### src/rtl/spart_rx_pkg.sv
// Shared definitions for the SPART receiver: frame geometry, baud limits and FSM states.
package spart_rx_pkg;

  localparam int unsigned DATA_BITS      = 8;
  localparam int unsigned BIDX_W         = 3;
  localparam int unsigned BAUD_W         = 16;
  localparam logic [15:0] BAUD_MIN       = 16'd4;
  localparam logic [15:0] BAUD_RESET_DEF = 16'h0a2c;

  typedef enum logic [1:0] {
    ST_IDLE  = 2'd0,
    ST_START = 2'd1,
    ST_DATA  = 2'd2,
    ST_STOP  = 2'd3
  } rx_state_e;

  // Baud values below BAUD_MIN leave too few clocks to centre-sample a bit.
  function automatic logic baud_ok(input logic [BAUD_W-1:0] v);
    return v >= BAUD_MIN;
  endfunction

endpackage

### src/rtl/spart_rx_fifo.sv
// Show-ahead receive FIFO; head, flags and availability are all registered outputs.
module spart_rx_fifo
  import spart_rx_pkg::*;
#(
  parameter int unsigned DEPTH = 4
) (
  input  logic                 clk,
  input  logic                 rst_n,
  input  logic                 wr,
  input  logic [DATA_BITS-1:0] din,
  input  logic                 rd,
  output logic                 full,
  output logic                 empty,
  output logic                 avail,
  output logic [DATA_BITS-1:0] dout
);

  localparam int unsigned AW = $clog2(DEPTH);
  localparam int unsigned CW = AW + 1;

  logic [DATA_BITS-1:0] mem_q [DEPTH];
  logic [AW-1:0]        wr_ptr_q, wr_ptr_d;
  logic [AW-1:0]        rd_ptr_q, rd_ptr_d;
  logic [CW-1:0]        cnt_q, cnt_d;
  logic [DATA_BITS-1:0] dout_q, dout_d;
  logic                 full_q, empty_q, avail_q;
  logic                 do_wr, do_rd;

  // A full FIFO still accepts a write when the same cycle pops the head.
  always_comb begin
    do_wr    = wr && (!full_q || rd);
    do_rd    = rd && !empty_q;
    wr_ptr_d = do_wr ? wr_ptr_q + AW'(1) : wr_ptr_q;
    rd_ptr_d = do_rd ? rd_ptr_q + AW'(1) : rd_ptr_q;
    cnt_d    = cnt_q + CW'(do_wr) - CW'(do_rd);
    dout_d   = mem_q[rd_ptr_d];
    if (cnt_d == '0) begin
      dout_d = '0;
    end else if (do_wr && (wr_ptr_q == rd_ptr_d)) begin
      dout_d = din;
    end
  end

  always_ff @(posedge clk or negedge rst_n) begin
    if (!rst_n) begin
      for (int i = 0; i < int'(DEPTH); i++) mem_q[i] <= '0;
      wr_ptr_q <= '0;
      rd_ptr_q <= '0;
      cnt_q    <= '0;
      dout_q   <= '0;
      full_q   <= 1'b0;
      empty_q  <= 1'b1;
      avail_q  <= 1'b0;
    end else begin
      if (do_wr) mem_q[wr_ptr_q] <= din;
      wr_ptr_q <= wr_ptr_d;
      rd_ptr_q <= rd_ptr_d;
      cnt_q    <= cnt_d;
      dout_q   <= dout_d;
      full_q   <= (cnt_d == CW'(DEPTH));
      empty_q  <= (cnt_d == '0);
      avail_q  <= (cnt_d != '0);
    end
  end

  assign full  = full_q;
  assign empty = empty_q;
  assign avail = avail_q;
  assign dout  = dout_q;

endmodule

### src/rtl/spart_rx.sv
// SPART UART receiver (8N1, LSB first): synchroniser, start detect, bit FSM, FIFO, error flags.
module spart_rx
  import spart_rx_pkg::*;
#(
  parameter int unsigned FIFO_DEPTH  = 4,
  parameter int unsigned SYNC_STAGES = 2,
  parameter logic [15:0] BAUD_RESET  = BAUD_RESET_DEF
) (
  input  logic                 clk,
  input  logic                 rst,
  input  logic                 RX,
  input  logic                 load_baud,
  input  logic [BAUD_W-1:0]    baud_val,
  input  logic                 rd,
  input  logic                 clr_err,
  output logic [DATA_BITS-1:0] rx_data,
  output logic                 RDA,
  output logic                 FE,
  output logic                 OE
);

  logic [SYNC_STAGES-1:0] sync_q;
  logic                   rxs, rxs_prev_q, start_c;
  logic [BAUD_W-1:0]      baud_q;
  rx_state_e              state_q, state_d;
  logic [BAUD_W-1:0]      cnt_q, cnt_d;
  logic [BAUD_W-1:0]      bper_q, bper_d;
  logic [BIDX_W-1:0]      bidx_q, bidx_d;
  logic [DATA_BITS-1:0]   shift_q, shift_d;
  logic                   push_c, fe_set_c, oe_set_c;
  logic                   fe_q, oe_q;
  logic                   fifo_full, fifo_empty, fifo_avail;

  // Synchroniser presets to idle-high so reset never looks like a start edge.
  always_ff @(posedge clk or negedge rst) begin
    if (!rst) begin
      sync_q     <= '1;
      rxs_prev_q <= 1'b1;
    end else begin
      sync_q     <= {sync_q[SYNC_STAGES-2:0], RX};
      rxs_prev_q <= rxs;
    end
  end

  assign rxs     = sync_q[SYNC_STAGES-1];
  assign start_c = rxs_prev_q & ~rxs;

  always_ff @(posedge clk or negedge rst) begin
    if (!rst) begin
      baud_q <= BAUD_RESET;
    end else if (load_baud && baud_ok(baud_val)) begin
      baud_q <= baud_val;
    end
  end

  always_ff @(posedge clk or negedge rst) begin
    if (!rst) begin
      state_q <= ST_IDLE;
      cnt_q   <= '0;
      bper_q  <= '0;
      bidx_q  <= '0;
      shift_q <= '0;
    end else begin
      state_q <= state_d;
      cnt_q   <= cnt_d;
      bper_q  <= bper_d;
      bidx_q  <= bidx_d;
      shift_q <= shift_d;
    end
  end

  // Bit timing: half a period to the start-bit centre, then full periods.
  always_comb begin
    state_d  = state_q;
    cnt_d    = cnt_q;
    bper_d   = bper_q;
    bidx_d   = bidx_q;
    shift_d  = shift_q;
    push_c   = 1'b0;
    fe_set_c = 1'b0;
    case (state_q)
      ST_IDLE: begin
        if (start_c) begin
          bper_d  = baud_q;
          cnt_d   = baud_q >> 1;
          state_d = ST_START;
        end
      end
      ST_START: begin
        if (cnt_q == '0) begin
          if (!rxs) begin
            cnt_d   = bper_q - BAUD_W'(1);
            bidx_d  = '0;
            state_d = ST_DATA;
          end else begin
            state_d = ST_IDLE;
          end
        end else begin
          cnt_d = cnt_q - BAUD_W'(1);
        end
      end
      ST_DATA: begin
        if (cnt_q == '0) begin
          shift_d = {rxs, shift_q[DATA_BITS-1:1]};
          cnt_d   = bper_q - BAUD_W'(1);
          if (bidx_q == BIDX_W'(DATA_BITS - 1)) begin
            state_d = ST_STOP;
          end else begin
            bidx_d = bidx_q + BIDX_W'(1);
          end
        end else begin
          cnt_d = cnt_q - BAUD_W'(1);
        end
      end
      ST_STOP: begin
        if (cnt_q == '0) begin
          push_c   = rxs;
          fe_set_c = ~rxs;
          state_d  = ST_IDLE;
        end else begin
          cnt_d = cnt_q - BAUD_W'(1);
        end
      end
      default: state_d = ST_IDLE;
    endcase
  end

  assign oe_set_c = push_c & fifo_full & ~rd;

  // Sticky flags: a set in the same cycle as clr_err takes priority.
  always_ff @(posedge clk or negedge rst) begin
    if (!rst) begin
      fe_q <= 1'b0;
      oe_q <= 1'b0;
    end else begin
      fe_q <= fe_set_c | (fe_q & ~clr_err);
      oe_q <= oe_set_c | (oe_q & ~clr_err);
    end
  end

  spart_rx_fifo #(
    .DEPTH(FIFO_DEPTH)
  ) u_fifo (
    .clk  (clk),
    .rst_n(rst),
    .wr   (push_c),
    .din  (shift_q),
    .rd   (rd),
    .full (fifo_full),
    .empty(fifo_empty),
    .avail(fifo_avail),
    .dout (rx_data)
  );

  assign RDA = fifo_avail;
  assign FE  = fe_q;
  assign OE  = oe_q;

endmodule

### config.mk
export PLATFORM = sky130hd
export DESIGN_NAME = spart_rx
export DESIGN_NICKNAME = d
export VERILOG_FILES = /design/src/rtl/spart_rx_pkg.sv /design/src/rtl/spart_rx_fifo.sv /design/src/rtl/spart_rx.sv
export SDC_FILE = /design/constraint.sdc
export NUM_CORES = 1
export LEC_CHECK = 0
export ABC_AREA = 1
export CAP_MARGIN = 10
export CORE_MARGIN = 4
export CORE_UTILIZATION = 25
export CTS_BUF_LIST = sky130_fd_sc_hd__clkbuf_8
export CTS_CLUSTER_DIAMETER = 80
export DETAILED_ROUTE_END_ITERATION = 10
export DONT_BUFFER_PORTS = 1
export GPL_TIMING_DRIVEN = 1
export PLACE_DENSITY_LB_ADDON = 0.08
export REMOVE_ABC_BUFFERS = 1
export SLEW_MARGIN = 20
export SYNTH_ARGS = -nofsm -noshare
export SYNTH_HDL_FRONTEND = slang
export SYNTH_HIERARCHICAL = 1
export SYNTH_SLANG_ARGS = --single-unit
### constraint.sdc
create_clock -name clk -period 4.5 [get_ports clk]
set_input_delay 0.675 -clock clk [delete_from_list [all_inputs] [get_ports clk]]
set_output_delay 0.675 -clock clk [all_outputs]
set_load 0.02 [all_outputs]
# Word level (Yosys, flattened, before mapping)
# Index checks and enable logic that the tools add are counted.
# totals
ff_bits,116
in_bits,22
# classes
add_sub_neg,7
order_cmp,4
n_eq_ne,15
mux,31
bitwise_logic,12
n_reduce_logical,18
# op_table
operator,n
$mux 16,5
$pmux 16 s4,1
$mux 8,5
$bwmux 32,1
$sub 16x1->16 const B,2
$bmux 8 s2,1
$demux 8 s2,1
$ge 16x3->1 const B,1
$logic_not 16->1,1
$ne 2x2->1 const B,8
$mux 2,7
$mux 3,4
$reduce_and 5->1,2
$pmux 2 s4,1
$eq 3x3->1 const B,2
$ge 3x3->1 const B,2
$not 2->3,2
$pmux 3 s2,1
$and 1x1->1,5
$logic_and 1x1->1,5
$add 2x1->2 const B,2
$eq 2x2->1 const B,2
$mux 1,4
$reduce_and 2->1,2
16 further kinds,20

# Logic depth before layout (Yosys ltp)
# logic_depth
depth_word,9
ltp_mapped,20
ltp_nobuf,20

# Modules after synthesis
# Netlist, hierarchy kept.
# by_module_without_submodules
module,n_inst,cells_per_inst,area_each_um2,seq_area_each_um2
spart_rx,1,557,4134.0,1661.6
spart_rx_fifo,1,299,2447.3,1252.5

# Least setup slack after synthesis
# OpenSTA, ideal clock, no wires.
# synth_timing
path_type,reg-to-reg
start,"reg, netlist name cnt_q[0]"
end,reg u_fifo.dout_q[0] (netlist: u_fifo/dout[0])
t_arrival_ns,3.180
required_time_ns,4.429
path_slack_ns,1.249
path_stages_with_launch,21
synth_period_minus_slack_ns,3.251
cell_sequence,dfrtp_1 -> inv_1 -> ha_1 -> nand3_1 -> inv_1 -> nand3_1 -> nor2_2 -> nand2_1 -> nor2_2 -> a21boi_4 -> inv_1 -> ha_1 -> inv_1 -> ha_1 -> fa_1 -> xor2_1 -> xor2_1 -> inv_1 -> nand2_1 -> nand2_1 -> nor2_1
# synth_rtl
item,line_no,source
"end signal, assigned",spart_rx_fifo.sv:59,dout_q <= dout_d;
"end, declared",spart_rx_fifo.sv:25,"logic [DATA_BITS-1:0] dout_q, dout_d;"

==> run metrics <==
fill count=2896; DR vias=5358; combinational power share=42.8%; Worst setup SP type=flop; first-pass GRT wire length=30900 µm; # diodes=0; Slew HR=38.0%; area leader, netlist=dfrtp_1; Slew Limit Fails=0; DP HPWL=13400 µm; Post-synth EDFFs=0; 1st-iter DRT viols=271; Clock Power Share=23.3%; Worst EP arrival=4.33 ns; Longest Clk Path Bufs=2; Area contributors post-synth=dfrtp_1, nand2_1, nand3_1; Final Hold Vio Count=0; Tcrit/Tclk final=87.7%; GRT Total Usage=13.8%; placer congestion estimate=0.782; gr ovfl total=0; Slowest-stage cell, CP=dfrtp_1; H-tree levels=4; Avg Synthesized Cell Area=7.69 µm²; CTS root buf=clkbuf_8; crit-path max FO=10; reg2reg path depth=20; Post-CTS Setup Inserts=0; io pins=33; final std cells w/o fill=1203; Worst Skew=0.0245 ns; Reg clk slew, reported paths=0.09 ns; Starting Density=25.3%; final wirelength=19200 µm; Setup CP Type=flop to flop; Die Height=170 µm; cell area after placement=6890 µm²; Row Count=59; worst path required time=4.89 ns; RSZ-0062 raised after global routing=false; WP buf/inv=5; first drt pass iteration count=7; worst hold-check path type=primary input to async pin; CP max stage delay=0.38 ns; final core utilization=28.2%; Resized Gates After CTS=0; critical path endpoint category=flop; crit-path cells=inv_1 > ha_1 > nand3_1 > inv_1 > nand3_1 > nor2_2 > nand2_1 > nor2_2 > a21boi_4 > inv_1 > ha_1 > inv_1 > ha_1 > fa_1 > xor2_1 > xor2_1 > inv_1 > nand2_1 > nand2_1 > nor2_1; Max-Cap Viols=0; Net Sw Frac=46.3%; top-count cell post-synth=nand2_1; clock net sink count=116; Yosys warning total=6; total CTS buffers=17; family with the most delay on the worst path=simple AND/OR/NAND/NOR gates; Post-synth top cells=nand2_1, inv_1, dfrtp_1, nand3_1, nor2_1; Placed Instances=1170; Leakage Power=3.56 nW; Cell Int Power=2.38 mW; Post-Syn Area=6580 µm²; Final min period=3.95 ns; Final Cell Area=7320 µm²; pre-CTS worst setup slack=0.555 ns; share of layout cells above drive strength 1=10.6%; synthesized flop and latch total=116; Post-synth ARST share=100%; core area=26000 µm²; CP Depth=20; CTS tree=done; largest net degree at the start of global routing=108; power per cell area=606 nW/µm²; fin worst setup slack=0.554 ns; f_max=253 MHz; Yosys cell types=43; sequential cell area fraction in the yosys report=44.3%; Slew @ Worst Pin=0.928 ns; maximum vdd drop=0.224 mV; # port buffers=0; Area Overhead vs Synth=11.2%; Vias/cell=4.45; TNS Setup=0 ns; DRC errors left=0; die outline area=29000 µm²; Worst-Skew Late Latency=0.46 ns; CTS Hold Buffers Added=1; Syn Inst Count=856; die width=170 µm; number of global-route vias before repair=5404; switching pwr=2.05 mW; antenna-violating nets left=0; most frequent CP cell=inv_1; Layout Nets=894; top_reg_cell synth=dfrtp_1; status=complete, no violations; top-area cell type share of the netlist area=40.7%; sequential power share=33.9%; final setup violation count=0; overall power=4.43 mW; initial antenna violation count=0; DR WL/cell=16.0 µm; hold slack=0.0569 ns
## layout by cell type, fill, tap and decap left out, drive strengths merged, types with 12 or more instances in the layout
| cell type | netlist | final |
|---|---|---|
| xor2 | 12 | 12 |
| ha | 16 | 16 |
| nor2 | 82 | 82 |
| nand2 | 252 | 252 |
| inv | 115 | 122 |
| nand3b | 13 | 13 |
| nand3 | 90 | 90 |
| clkbuf | 6 | 17 |
| dfrtp | 107 | 107 |
| a21oi | 29 | 29 |
| o21ai | 75 | 75 |
## power by group through the flow
stage | registers [mW] | logic (mW) | clock network, mW
final | 1.50 | 1.90 | 1.03
after global routing | 1.54 | 2.18 | 1.12
after CTS | 1.50 | 1.93 | 1.08
after detailed placement | 1.52 | 1.90 | 0
after global placement | 1.52 | 1.93 | 0
after floorplan | 1.47 | 1.40 | 0
## worst paths after layout
path                                      start                       end  slack [ns]
max in group asynchronous                   rst    state_q[0]$_DFFE_PN0P_        3.89
setup / recovery           cnt_q[0]$_DFFE_PN0P_  u_fifo/dout[3]$_DFF_PN0_        0.55
min in group clk                             RX       sync_q[0]$_DFF_PN1_        0.22
setup reg to reg           cnt_q[0]$_DFFE_PN0P_  u_fifo/dout[3]$_DFF_PN0_        0.55
hold / removal                              rst    u_fifo/empty$_DFF_PN1_        0.06
hold reg to reg             sync_q[0]$_DFF_PN1_       sync_q[1]$_DFF_PN1_        0.37
## registers in the layout, summed over array words and instances (netlist names), 2 cells and up, named ones only
register and flops:
bidx_q 3, cnt_q 16, bper_q 16, shift_q 8
u_fifo/dout 8, sync_q 2, u_fifo/rd_ptr_q 2, u_fifo/cnt_q 3
u_fifo/wr_ptr_q 2, baud_q 16, u_fifo/mem_q 32
## routing by layer
metal	track usage [%]	wire [µm]
met1	18.0	9160
met2	23.3	9370
met3	3.02	464
met5	0	0
met4	3.51	209
## kinds of logic (layout without fill, tap and decap cells)
kind of cell               count (synthesis)  count (layout)  share of synthesized area [%]
xor gates and xnor gates                  18              18                           2.40
AOI/OAI and AO/OA                        112             112                           9.16
adders and majority gates                 17              17                           3.35
and+or+nand+nor                          448             448                           30.7
buffers and inverters                    138             150                           8.55
DFF                                      116             116                           44.3
muxes                                      7               7                           1.60
## final cells by class
class                   instances  area, µm²  area share, %
multi-input cells             602       3110           42.5
clock buffers                  17        234           3.20
flip-flops and latches        116       2910           39.8
repair buffers                  2       35.0          0.479
inverters                     116        440           6.02
well taps                     335        419           5.73
clock inverters                15        168           2.29
## worst register-to-register path: cells and delay by family (launching register included)
kind | cells | cell delay [ns]
compound gates | 1 | 0.34
xor+xnor | 2 | 0.38
fa+ha+maj | 4 | 1.09
buf+inv | 5 | 0.43
flops | 1 | 0.38
simple gates | 8 | 1.29
Power figures use the tool's default switching activity.
